$ cat config.mk
export PLATFORM = sky130hd
export DESIGN_NAME = cpu_bus_ctrl
export DESIGN_NICKNAME = d
export VERILOG_FILES = /design/src/rtl/cpu_bus_ctrl_pkg.sv /design/src/rtl/bus_region_encode.sv /design/src/rtl/cpu_bus_ctrl.sv
export SDC_FILE = /design/constraint.sdc
export NUM_CORES = 1
export LEC_CHECK = 0
export ABC_AREA = 1
export CORE_ASPECT_RATIO = 0.75
export CORE_MARGIN = 2
export CORE_UTILIZATION = 54
export DETAILED_ROUTE_END_ITERATION = 12
export PLACE_DENSITY = 0.86
export RECOVER_POWER = 50
export REMOVE_ABC_BUFFERS = 1
export SYNTH_ARGS = -nofsm -noshare
export SYNTH_HDL_FRONTEND = slang
export SYNTH_SLANG_ARGS = --single-unit
$ cat constraint.sdc
create_clock -name clk -period 3.92 [get_ports clk]
set_input_delay 1.176 -clock clk [delete_from_list [all_inputs] [get_ports clk]]
set_output_delay 1.176 -clock clk [all_outputs]
set_load 0.005 [all_outputs]
$ cat src/rtl/cpu_bus_ctrl_pkg.sv
// Shared types for the 68000 bus controller: decoded regions and sequencer states.
package system_consts;

  typedef enum logic [3:0] {
    REG_NONE, REG_ROM, REG_WORK, REG_SCREEN, REG_OBJECT, REG_COLOR,
    REG_IO, REG_SOUND, REG_EXT, REG_SS_SAVE, REG_SS_RESET, REG_SS_VEC
  } region_t;

  typedef enum logic [2:0] {
    ST_IDLE, ST_DECODE, ST_ROM_WAIT, ST_WS_WAIT,
    ST_PERIPH_WAIT, ST_ACK, ST_ERR, ST_DRAIN
  } bus_state_t;

  localparam int unsigned CNT_W = 8;

  function automatic logic is_periph(region_t r);
    return (r == REG_SOUND) || (r == REG_EXT);
  endfunction

endpackage

$ cat src/rtl/bus_region_encode.sv
// Priority encoder from active-low decoder selects to the bus region code.
module bus_region_encode
  import system_consts::*;
(
  input  logic    rom_sel_n,
  input  logic    work_sel_n,
  input  logic    screen_sel_n,
  input  logic    color_sel_n,
  input  logic    io_sel_n,
  input  logic    object_sel_n,
  input  logic    sound_sel_n,
  input  logic    ext_sel_n,
  input  logic    ss_save_n,
  input  logic    ss_reset_n,
  input  logic    ss_vec_n,
  output region_t region
);

  // Save-state selects overlay the normal map, so they win over everything.
  always_comb begin
    region = REG_NONE;
    if      (!ss_reset_n)   region = REG_SS_RESET;
    else if (!ss_vec_n)     region = REG_SS_VEC;
    else if (!ss_save_n)    region = REG_SS_SAVE;
    else if (!rom_sel_n)    region = REG_ROM;
    else if (!work_sel_n)   region = REG_WORK;
    else if (!screen_sel_n) region = REG_SCREEN;
    else if (!object_sel_n) region = REG_OBJECT;
    else if (!color_sel_n)  region = REG_COLOR;
    else if (!io_sel_n)     region = REG_IO;
    else if (!sound_sel_n)  region = REG_SOUND;
    else if (!ext_sel_n)    region = REG_EXT;
  end

endmodule

$ cat src/rtl/cpu_bus_ctrl.sv
// 68000 bus cycle sequencer: ROM fetch handshake, wait states, peripheral waits,
// DTACK/BERR generation with timeout and abort handling.
module cpu_bus_ctrl
  import system_consts::*;
#(
  parameter int unsigned WS_FAST  = 1,
  parameter int unsigned WS_COLOR = 2,
  parameter int unsigned TIMEOUT  = 255
) (
  input  logic        clk,
  input  logic        reset_n,
  input  logic        cpu_as_n,
  input  logic [1:0]  cpu_ds_n,
  input  logic        cpu_rw,
  input  logic [23:0] cpu_word_addr,
  input  logic        rom_sel_n,
  input  logic        work_sel_n,
  input  logic        screen_sel_n,
  input  logic        color_sel_n,
  input  logic        io_sel_n,
  input  logic        object_sel_n,
  input  logic        sound_sel_n,
  input  logic        ext_sel_n,
  input  logic        ss_save_n,
  input  logic        ss_reset_n,
  input  logic        ss_vec_n,
  input  logic        periph_dtack_n,
  input  logic        rom_ack,
  output logic        rom_req,
  output logic [23:0] rom_addr,
  output logic        cpu_dtack_n,
  output logic        cpu_berr_n,
  output region_t     region,
  output logic        busy
);

  bus_state_t       state;
  region_t          dec_region;
  logic [CNT_W-1:0] ws_cnt;
  logic [CNT_W-1:0] tmo_cnt;
  logic [CNT_W-1:0] ws_sel;
  logic             cyc_start;
  logic             tmo_hit;

  bus_region_encode u_encode (
    .rom_sel_n    (rom_sel_n),
    .work_sel_n   (work_sel_n),
    .screen_sel_n (screen_sel_n),
    .color_sel_n  (color_sel_n),
    .io_sel_n     (io_sel_n),
    .object_sel_n (object_sel_n),
    .sound_sel_n  (sound_sel_n),
    .ext_sel_n    (ext_sel_n),
    .ss_save_n    (ss_save_n),
    .ss_reset_n   (ss_reset_n),
    .ss_vec_n     (ss_vec_n),
    .region       (dec_region)
  );

  assign cyc_start = !cpu_as_n && !(&cpu_ds_n);
  assign ws_sel    = (dec_region == REG_COLOR) ? CNT_W'(WS_COLOR) : CNT_W'(WS_FAST);
  // One bit of headroom so the compare stays correct when the counter is saturated.
  assign tmo_hit   = ({1'b0, tmo_cnt} + (CNT_W+1)'(1)) >= (CNT_W+1)'(TIMEOUT);

  always_ff @(posedge clk or negedge reset_n) begin
    if (!reset_n) begin
      state       <= ST_IDLE;
      cpu_dtack_n <= 1'b1;
      cpu_berr_n  <= 1'b1;
      rom_req     <= 1'b0;
      rom_addr    <= '0;
      region      <= REG_NONE;
      busy        <= 1'b0;
      ws_cnt      <= '0;
      tmo_cnt     <= '0;
    end else begin
      unique case (state)
        ST_IDLE: begin
          if (cyc_start) begin
            state <= ST_DECODE;
            busy  <= 1'b1;
          end
        end
        ST_DECODE: begin
          if (cpu_as_n) begin
            state <= ST_IDLE;
            busy  <= 1'b0;
          end else begin
            region  <= dec_region;
            tmo_cnt <= '0;
            if (dec_region == REG_ROM && cpu_rw) begin
              rom_req  <= 1'b1;
              rom_addr <= cpu_word_addr;
              state    <= ST_ROM_WAIT;
            end else if (is_periph(dec_region)) begin
              state <= ST_PERIPH_WAIT;
            end else if (ws_sel == '0) begin
              cpu_dtack_n <= 1'b0;
              state       <= ST_ACK;
            end else begin
              ws_cnt <= ws_sel - CNT_W'(1);
              state  <= ST_WS_WAIT;
            end
          end
        end
        ST_ROM_WAIT: begin
          // An abort must never leave the SDRAM handshake half-open.
          if (cpu_as_n) begin
            if (rom_ack) begin
              rom_req <= 1'b0;
              state   <= ST_IDLE;
              busy    <= 1'b0;
              region  <= REG_NONE;
            end else begin
              state <= ST_DRAIN;
            end
          end else if (rom_ack) begin
            rom_req     <= 1'b0;
            cpu_dtack_n <= 1'b0;
            state       <= ST_ACK;
          end else if (tmo_hit) begin
            cpu_berr_n <= 1'b0;
            state      <= ST_ERR;
          end else begin
            tmo_cnt <= tmo_cnt + CNT_W'(1);
          end
        end
        ST_WS_WAIT: begin
          if (cpu_as_n) begin
            state  <= ST_IDLE;
            busy   <= 1'b0;
            region <= REG_NONE;
          end else if (ws_cnt == '0) begin
            cpu_dtack_n <= 1'b0;
            state       <= ST_ACK;
          end else begin
            ws_cnt <= ws_cnt - CNT_W'(1);
          end
        end
        ST_PERIPH_WAIT: begin
          if (cpu_as_n) begin
            state  <= ST_IDLE;
            busy   <= 1'b0;
            region <= REG_NONE;
          end else if (!periph_dtack_n) begin
            cpu_dtack_n <= 1'b0;
            state       <= ST_ACK;
          end else if (tmo_hit) begin
            cpu_berr_n <= 1'b0;
            state      <= ST_ERR;
          end else begin
            tmo_cnt <= tmo_cnt + CNT_W'(1);
          end
        end
        ST_ACK: begin
          if (cpu_as_n) begin
            cpu_dtack_n <= 1'b1;
            state       <= ST_IDLE;
            busy        <= 1'b0;
            region      <= REG_NONE;
          end
        end
        ST_ERR: begin
          if (rom_ack) rom_req <= 1'b0;
          if (cpu_as_n) begin
            cpu_berr_n <= 1'b1;
            if (rom_req && !rom_ack) begin
              state <= ST_DRAIN;
            end else begin
              state  <= ST_IDLE;
              busy   <= 1'b0;
              region <= REG_NONE;
            end
          end
        end
        ST_DRAIN: begin
          if (rom_ack) begin
            rom_req <= 1'b0;
            state   <= ST_IDLE;
            busy    <= 1'b0;
            region  <= REG_NONE;
          end
        end
        default: state <= ST_IDLE;
      endcase
    end
  end

endmodule

==> reports/results.tsv <==
stage	metric	value	unit
grt	global-route wire length before repair	12.7	mm
setup_path	Reg-to-Reg Start	state[0]	
grt	Tot GR Track Use	0.244	
finish	sequential cell area	1280	um2
sta	Hold Fails Final Rpt	0	
yosys	Synth Instances	404	
placement	dpl ws	0.627	ns
hold_path	min-delay worst type	flop to flop	
finish	Post-Route Utilization	0.726	
sta	final setup fails	0	
setup_path	R2R cell count	9	
placement	RePlAce Congestion	0.936	
outcome	status	complete, but fails checks	
setup_path	Largest stage delay, worst path	0.50	ns
pwr	Pleak	1.94	nW
setup_path	worst-path fanout max	25	
grt	initial antenna violation count	0	
finish	fill count	453	
pwr	peak supply drop	0.336	mV
detailed_routing	1st-pass router iterations	5	
detailed_routing	Vias	2834	
yosys	most common cell in the synthesized netlist	nand2_1	
setup_path	worst setup path class	input port to flop	
finish	area delta synth->final	28.4	%
setup_path	CP Data Arrival Time	3.17	ns
yosys	Synth Warn #	0	
finish	fin cells	555	
detailed_routing	final wirelength	7.28	mm
grt	Overflow after GRT	0	
setup_path	CP max stage cell	clkdlybuf4s50_1	
hold_path	sink of the worst hold path	rom_addr[14]	
clock_tree	maximum root-to-sink buffer count	2	
job	total of max-cap violations	1	
die	Die H	69.2	um
yosys	number of synthesized flops with an enable pin	0	
setup_path	worst path required time	4.12	ns
sta	setup TNS	0	ns
detailed_routing	per-cell routed wire length	13.1	um
clock_tree	latest clock arrival within the worst-skew pair	0.31	ns
clock_tree	CTS sink count	51	
yosys	Synth Cell Area	3060	um2
setup_path	R2R setup slack	1.77	ns
placement	dpl cells	547	
hold_path	Hold Path Depth	2	
detailed_routing	Remaining DRCs	0	
die	Initial Util	0.565	
sta	RSZ-0062 raised after global routing	false	
yosys	post-synthesis sequential area ratio	0.418	
setup_path	Worst Setup Start Kind	input port	
sta	Layout Skew	0.00702	ns
clock_tree	Post-CTS Setup Inserts	0	
die	Die W	90.9	um
outcome	violated checks	capacitance limit, slew limit	
sta	Worst Slack Setup Final	0.951	ns
finish	Ant. Diodes	0	
clock_tree	post-cts hold buffer count	0	
clock_tree	CTS tree	done	
yosys	top post-synthesis cells by area	dfrtp_1 40%, nand2_1 19%, nor2_1 3.7%, nand3_1 3.1%, inv_1 2.9%	
sta	period utilisation layout	0.757	
grt	vias in the first global route	2807	
setup_path	CP delay by family, top	simple AND/OR/NAND/NOR gates	
setup_path	most frequent CP cell	nand2_1	
clock_tree	clk root buf	clkbuf_8	
clock_tree	Reg clk slew, reported paths	0.10	ns
placement	dpl cell area	3830	um2
clock_tree	CTS Buf Count	5	
placement	IO Port Bufs	74	
die	Core ar.	5410	um2
yosys	Yosys reg bits	51	
finish	share of cells above drive strength 1	0.142	
finish	Multi-input gate area	1580	um2
grt	largest net degree at the start of global routing	36	
setup_path	Buf/Inv on CP	2	
setup_path	crit-path cells	clkdlybuf4s50_1 > nand2_1 > nor2_1 > nor2_1 > nand2_1 > nand2_1 > nor2_2 > nand3_2 > nor2_8 > inv_2 > nand2_1 > nand2_1	
die	Core Rows	23	
yosys	Async SR Flop Fraction	1.00	
finish	Post-layout nets	526	
sta	fin crit period	2.97	ns
yosys	mean post-synth cell area	7.57	um2
clock_tree	post-CTS sizing	0	
yosys	cell taking the most area after synthesis	dfrtp_1	
sta	worst slew pin tran	1.83	ns
die	Top Ports	75	
yosys	post-synthesis cell type count	41	
sta	Achievable Freq	0.337	GHz
detailed_routing	vias per inst	5.11	
pwr	PwrDens	532	nW/um2
setup_path	Worst Setup End Kind	flop	
detailed_routing	First DRT Iteration DRCs	253	
yosys	top cells by count, synth	156 x nand2_1, 49 x dfrtp_1, 30 x nor2_1, 24 x inv_1, 19 x nand3_1	
placement	DP HPWL	5.61	mm
yosys	top-area cell type share of the netlist area	0.401	
yosys	Most used DFF post-synth	dfrtp_1	
clock_tree	H-tree levels	2	
die	die area	6290	um2
hold_path	hold path startpoint	rom_addr[14]	
setup_path	FF-to-FF End	rom_addr[11]	
sta	max-slew violation count	36	
finish	post-route cell area	3930	um2
sta	Max-Slew Margin vs Limit	-0.217	
detailed_routing	antenna-violating nets left	0	
registers in the layout, indices dropped and copies added (netlist names):
name,flops
busy,1
cpu_berr_n,1
cpu_dtack_n,1
region,4
rom_addr,24
rom_req,1
state,3
tmo_cnt,8
ws_cnt,8
per-stage QoR:
step                      hold slack, ns  power (W)
after floorplan                    0.459    0.00143
after global placement             0.453    0.00174
after detailed placement           0.458    0.00178
after CTS                          0.480    0.00211
after global routing               0.508    0.00226
final                              0.467    0.00209
cells by family after synthesis:
group | count (synthesis) | share of synthesized area
buffers and inverters | 44 | 0.0667
XOR/XNOR | 6 | 0.0172
multiplexers | 1 | 0.00327
AND/OR/NAND/NOR | 255 | 0.389
adder cells (fa/ha/maj) | 4 | 0.0164
AO/OA/AOI/OAI | 43 | 0.0900
flip-flops | 51 | 0.418
worst max-delay path by stage:
stage          cells after the start    startpoint      endpoint  slack [ns]
6_report                          12  object_sel_n  rom_addr[11]        0.95
5_1_grt                            2       reset_n    tmo_cnt[6]        0.48
4_1_cts                           12   sound_sel_n  rom_addr[11]        0.96
3_5_place_dp                      12   color_sel_n  rom_addr[11]        0.63
3_3_place_gp                      12   sound_sel_n   rom_addr[0]        0.75
2_1_floorplan                     11   sound_sel_n   rom_addr[0]        1.46
cell type report:
| class | instances | share of cell area |
|---|---|---|
| inverters | 36 | 0.0344 |
| clock inverters | 2 | 0.00414 |
| repair buffers | 76 | 0.190 |
| well taps | 75 | 0.0239 |
| flip-flops and latches | 51 | 0.325 |
| clock buffers | 6 | 0.0210 |
| multi-input cells | 309 | 0.401 |
power by group:
group / total, W / internal [W] / switching, W
combinational: 0.000987 / 0.000427 / 0.000560
sequential: 0.000777 / 0.000653 / 0.000125
clock: 0.000326 / 0.000144 / 0.000182
layer usage:
| metal | vias to the layer above | part of all wire | track usage |
|---|---|---|---|
| li1 | 1433 | - | - |
| met1 | 1308 | 0.49 | 0.359 |
| met2 | 86 | 0.45 | 0.391 |
| met3 | 7 | 0.059 | 0.0446 |
| met4 | 0 | 0.0049 | 0.0320 |
| met5 | - | 0 | 0 |
cell usage in the layout, fill, tap and decap left out, drive strengths merged:
cell type      instances
a21oi                  7
ha                     4
o211ai                 1
or3                    1
clkinv                 3
xnor2                  2
dfstp                  2
nor3                   4
nand3                 25
nor2                  43
dlygate4sd3           16
o31ai                  1
a311oi                 1
a22oi                  1
o21ai                 27
clkbuf                 8
buf                    1
clkinvlp               1
o22ai                  2
dfrtp                 49
nand4                  5
nand2                167
mux2i                  1
inv                   34
nand3b                 1
a22o                   1
a31oi                  2
xor2                   4
or2                    7
clkdlybuf4s50         57
and3                   2
tightest hold or removal path, cell delays in order, from the launching register on:
cell     delay [ns]
dfrtp_1        0.35
nand2_1        0.05
nand2_1        0.04
No activity file was read; power rests on OpenSTA's default activity.
